**config.mk**
```make
export PLATFORM = sky130hd
export DESIGN_NAME = stopwatch_timer
export DESIGN_NICKNAME = d
export VERILOG_FILES = /design/src/rtl/stopwatch_timer.sv
export SDC_FILE = /design/constraint.sdc
export NUM_CORES = 1
export LEC_CHECK = 0
export ABC_AREA = 1
export CORE_AREA = 2 2 150 137
export DETAILED_ROUTE_END_ITERATION = 8
export DIE_AREA = 0 0 152 139
export HOLD_SLACK_MARGIN = 0.12
export PLACE_DENSITY = 0.82
export SYNTH_ARGS = -nofsm -noshare
export SYNTH_HDL_FRONTEND = slang
export SYNTH_SLANG_ARGS = --single-unit
export TNS_END_PERCENT = 100
```
**constraint.sdc**
```tcl
create_clock -name clk -period 3.5 [get_ports clk]
set_input_delay 0.35 -clock clk [delete_from_list [all_inputs] [get_ports clk]]
set_output_delay 0.35 -clock clk [all_outputs]
set_load 0.1 [all_outputs]
```
**src/rtl/stopwatch_timer.sv**
```systemverilog
// Stopwatch/timer core: run/pause/clear FSM, tick prescaler, up/down count with
// preload and countdown expiry, plus a show-ahead lap FIFO with valid/ready read.
module stopwatch_timer #(
  parameter int TICK_DIV  = 1000000,
  parameter int CNT_W     = 32,
  parameter int LAP_DEPTH = 4
) (
  input  logic             clk,
  input  logic             rst_n,
  input  logic             start,
  input  logic             pause,
  input  logic             clear,
  input  logic             lap,
  input  logic             load_en,
  input  logic [CNT_W-1:0] load_val,
  input  logic             dir,
  output logic [CNT_W-1:0] count,
  output logic             running,
  output logic             paused,
  output logic             expired,
  output logic             lap_valid,
  output logic [CNT_W-1:0] lap_data,
  input  logic             lap_ready,
  output logic             lap_ovf
);

  localparam int PW = (TICK_DIV > 1) ? $clog2(TICK_DIV) : 1;
  localparam int AW = (LAP_DEPTH > 1) ? $clog2(LAP_DEPTH) : 1;
  localparam int FW = $clog2(LAP_DEPTH + 1);
  localparam logic [PW-1:0] PRESC_MAX = PW'(TICK_DIV - 1);
  localparam logic [AW-1:0] PTR_MAX   = AW'(LAP_DEPTH - 1);
  localparam logic [FW-1:0] FILL_MAX  = FW'(LAP_DEPTH);

  typedef enum logic [1:0] {
    IDLE  = 2'd0,
    RUN   = 2'd1,
    PAUSE = 2'd2,
    DONE  = 2'd3
  } state_t;

  state_t           state_reg, state_next;
  logic [CNT_W-1:0] count_reg, count_next;
  logic [PW-1:0]    presc_reg, presc_next;
  logic             dir_reg, dir_next;

  logic [CNT_W-1:0] lap_mem [LAP_DEPTH];
  logic [AW-1:0]    rd_reg, rd_next;
  logic [AW-1:0]    wr_reg, wr_next;
  logic [FW-1:0]    fill_reg, fill_next;
  logic             ovf_reg, ovf_next;

  logic             tick;
  logic             load_ok;
  logic             expire;
  logic [CNT_W-1:0] count_dec;
  logic             push_req;
  logic             push;
  logic             pop;
  logic             full;

  assign tick      = (state_reg == RUN) && (presc_reg == PRESC_MAX);
  assign load_ok   = load_en && !clear && ((state_reg == IDLE) || (state_reg == PAUSE));
  assign count_dec = count_reg - CNT_W'(1);
  assign expire    = tick && dir_reg && (count_dec == '0);

  // Control FSM: clear beats everything; expiry beats a pause in the same tick cycle.
  always_comb begin
    state_next = state_reg;
    case (state_reg)
      IDLE: begin
        if (!clear && !pause && start)
          state_next = (dir && (count_reg == '0)) ? DONE : RUN;
      end
      RUN: begin
        if (clear)       state_next = IDLE;
        else if (expire) state_next = DONE;
        else if (pause)  state_next = PAUSE;
      end
      PAUSE: begin
        if (clear)                state_next = IDLE;
        else if (!pause && start) state_next = RUN;
      end
      DONE: begin
        if (clear) state_next = IDLE;
      end
      default: state_next = IDLE;
    endcase
  end

  always_comb begin
    dir_next = dir_reg;
    if ((state_reg == IDLE) && (state_next != IDLE))
      dir_next = dir;
  end

  always_comb begin
    count_next = count_reg;
    if (clear)
      count_next = '0;
    else if (load_ok)
      count_next = load_val;
    else if (tick)
      count_next = dir_reg ? count_dec : (count_reg + CNT_W'(1));
  end

  // Prescaler keeps its partial interval across PAUSE, restarts from 0 otherwise.
  always_comb begin
    presc_next = '0;
    if (clear || load_ok)
      presc_next = '0;
    else if (state_reg == RUN)
      presc_next = tick ? '0 : (presc_reg + PW'(1));
    else if (state_reg == PAUSE)
      presc_next = presc_reg;
  end

  always_ff @(posedge clk or negedge rst_n) begin
    if (!rst_n) begin
      state_reg <= IDLE;
      count_reg <= '0;
      presc_reg <= '0;
      dir_reg   <= 1'b0;
    end else begin
      state_reg <= state_next;
      count_reg <= count_next;
      presc_reg <= presc_next;
      dir_reg   <= dir_next;
    end
  end

  assign lap_valid = (fill_reg != '0);
  assign full      = (fill_reg == FILL_MAX);
  assign pop       = lap_valid && lap_ready && !clear;
  assign push_req  = lap && !clear && ((state_reg == RUN) || (state_reg == PAUSE));
  // A full FIFO still accepts a lap when the head leaves in the same cycle.
  assign push      = push_req && (!full || pop);

  always_comb begin
    rd_next   = rd_reg;
    wr_next   = wr_reg;
    fill_next = fill_reg;
    ovf_next  = ovf_reg;
    if (clear) begin
      rd_next   = '0;
      wr_next   = '0;
      fill_next = '0;
      ovf_next  = 1'b0;
    end else begin
      if (push)
        wr_next = (wr_reg == PTR_MAX) ? '0 : (wr_reg + AW'(1));
      if (pop)
        rd_next = (rd_reg == PTR_MAX) ? '0 : (rd_reg + AW'(1));
      if (push && !pop)
        fill_next = fill_reg + FW'(1);
      else if (pop && !push)
        fill_next = fill_reg - FW'(1);
      if (push_req && full && !pop)
        ovf_next = 1'b1;
    end
  end

  always_ff @(posedge clk or negedge rst_n) begin
    if (!rst_n) begin
      rd_reg   <= '0;
      wr_reg   <= '0;
      fill_reg <= '0;
      ovf_reg  <= 1'b0;
    end else begin
      rd_reg   <= rd_next;
      wr_reg   <= wr_next;
      fill_reg <= fill_next;
      ovf_reg  <= ovf_next;
    end
  end

  always_ff @(posedge clk) begin
    if (push)
      lap_mem[wr_reg] <= count_reg;
  end

  assign lap_data = lap_valid ? lap_mem[rd_reg] : '0;
  assign lap_ovf  = ovf_reg;
  assign count    = count_reg;
  assign running  = (state_reg == RUN);
  assign paused   = (state_reg == PAUSE);
  assign expired  = (state_reg == DONE);

endmodule
```
==> results.tsv <==
stage	metric	value	unit
status	status	complete, no violations	
placement	Port Buffers	109	
clock_network	cts hold-fix bufs	1	
die	row count	49	
setup_path	critical path type	flop to output pin	
die	core area	19680	sq um
final_layout	Nets	1380	
synthesis	Unique masters post-synth	43	
synthesis	count leader, synth	nor2_1	
clock_network	deepest level of the CTS H-tree	4	
final_layout	register area	5421	sq um
global_routing	vias in the first global route	8834	
timing	final hold violations	0	
setup_path	Buf/Inv on CP	2	
die	initial core utilization	0.5269	
setup_path	worst-path cell chain	buf_4 -> nor2_1 -> nor2_1 -> o21ai_0 -> a21oi_1 -> buf_12	
pwr	PD cells	1034	nW/um^2
setup_path	startpoint types	flop	
final_layout	Finished Cell Area	12640	sq um
final_layout	share of layout cells above drive strength 1	0.09424	
run	max-cap violations	0	
synthesis	EDFF count, synth	128	
synthesis	yosys warns	0	
detailed_routing	DRC	0	
detailed_routing	first drt pass iteration count	5	
timing	fmax	0.3386	GHz
synthesis	Post-Synthesis Cells	1228	
setup_path	Max stage delay on crit path	840	ps
global_routing	Tot GR Track Use	0.2832	
final_layout	Largest register FFs	128	
clock_network	Max clock buf depth	2	
clock_network	CTS Sinks	191	
pwr	Static Leak	4.946	nW
detailed_routing	drt total wl	29750	microns
synthesis	fraction of registers with async set/reset	0.3298	
detailed_routing	vias post-DR	9338	
timing	post-route setup slack	546.4	ps
detailed_routing	DR WL/cell	18.69	microns
final_layout	area taken by multi-input logic gates	4380	sq um
clock_network	CTS Buf Count	17	
detailed_routing	drt via density	5.866	
global_routing	initial antenna violation count	0	
placement	gpl congestion	1.016	
die	die area	21130	sq um
setup_path	cell mode on critical path	nor2_1	
placement	dpl ws	587.5	ps
global_routing	total grt overflow	0	
hold_path	worst hold path class	flop to flop	
timing	Relative slew margins	0.3251	
synthesis	Synthesized Nets	1284	
final_layout	Ant. Diodes	0	
setup_path	Top Family by Delay on Critical Path	flip-flops	
clock_network	clk slew on worst S/H paths	70	ps
final_layout	layout filler cell count	1609	
setup_path	critical path's slowest cell	dfrtp_2	
global_routing	largest net degree at the start of global routing	57	
setup_path	crit path DAT	2600	ps
die	Die H	139	microns
die	Die X	152	microns
synthesis	Post-Syn Area	10370	sq um
clock_network	Root Driver	clkbuf_16	
synthesis	Seq/Total Area, Yosys	0.5227	
synthesis	Synth top area share	0.3707	
synthesis	post-synth top area cell	edfxtp_1	
synthesis	Syn Area/Cell	8.445	sq um
pwr	Final Power	13.06	mW
synthesis	#FFs+latches synth	191	
clock_network	TritonCTS clock tree	yes	
synthesis	Synth top cells by count	nor2_1 (258), nand2_1 (201), o21ai_0 (131)	
detailed_routing	DR iter-0 viols	873	
timing	RSZ-0062 raised after global routing	no	
placement	dpl hpwl	20820	microns
pwr	Max rail drop VDD	569.0	uV
placement	post-placement cell area	12060	sq um
clock_network	post-CTS resize count	0	
timing	fin. max-slew vios	0	
detailed_routing	final antenna-violating net count	0	
clock_network	post-CTS setup buffers	0	
die	IO Count	110	
timing	Final Critical Period	2954	ps
clock_network	Skew-Pair Late Insertion Delay	440	ps
setup_path	Critical Path End Type	output pin	
timing	Worst Clk Skew	18.04	ps
synthesis	synth top area cells	edfxtp_1 (37%), dfrtp_1 (15%), nor2_1 (9.3%)	
setup_path	Worst Path Required	3150	ps
synthesis	Top FF cell, synth	edfxtp_1	
global_routing	global-route wire length before repair	47230	microns
timing	actual slew at the worst max-slew pin	1009	ps
timing	endpoints failing setup	0	
setup_path	crit-path max FO	38	
final_layout	synth-to-layout area growth	21.85	%
timing	Final Cycle Share	0.8439	
==> power by group <==
group | switching (mW) | internal, mW | leakage, nW
combinational | 5.54 | 2.08 | 2.65
sequential | 0.664 | 2.87 | 2.03
clock | 0.886 | 1.02 | 0.268
==> stage by stage <==
step	hold slack, ps	std cells	util	setup TNS [ps]
final	504.1	1592	0.6421	0
after global routing	532.2	1592	0.6421	0
after CTS	503.7	1592	0.6421	0
after detailed placement	486.9	1559	0.6126	0
after global placement	484.7	1559	0.6126	0
after floorplan	54.41	1228	-	-15180
==> metal layers <==
layer | share of wire | track usage | up-vias
li1 | - | - | 4377
met1 | 0.43 | 0.4003 | 4397
met2 | 0.46 | 0.4497 | 519
met3 | 0.095 | 0.05438 | 45
met4 | 0.019 | 0.08067 | 0
met5 | 0 | 0 | -
==> cells by family after synthesis <==
logic type                 synth area share
AOI/OAI and AO/OA                    0.1378
buffers and inverters               0.05586
adders and majority gates           0.01882
DFF                                  0.5227
and+or+nand+nor                      0.2420
xor gates and xnor gates            0.02280
==> path summary, 6_finish.rpt <==
path | slack [ps] | to | cells after the start | from
worst max-delay path | 550 | lap_data[22] | 6 | rd_reg[0]
worst min-delay path | 500 | lap_ovf | 1 | lap_ovf
worst max register to register | 560 | dir_reg | 18 | count[0]
worst min register to register | 500 | lap_ovf | 1 | lap_ovf
max in group asynchronous | 1990 | count[17] | 3 | rst_n
min in group asynchronous | 610 | presc_reg[4] | 2 | rst_n
==> area by class of cell <==
type,count,share of cell area
clock buffers,20,0.03535
inverters,100,0.02971
flip-flops and latches,191,0.4291
well taps,255,0.02525
clock inverters,12,0.009803
repair buffers,130,0.1242
multi-input cells,884,0.3467
==> layout by cell type, fill, tap and decap left out, types with 6 or more instances in the layout <==
master / count
dfrtp_1: 62
clkbuf_16: 17
o21ai_1: 11
nor2_1: 254
clkdlybuf4s50_1: 72
nand3_1: 47
o211ai_1: 12
ha_1: 14
buf_12: 33
buf_4: 23
xor2_1: 26
o2111ai_1: 21
edfxtp_1: 128
nor2_2: 14
a21oi_1: 64
nand2_1: 201
nor3_1: 23
nand4_1: 16
o21ai_0: 131
nand2_2: 6
inv_1: 95
No activity file was read; power rests on OpenSTA's default activity.
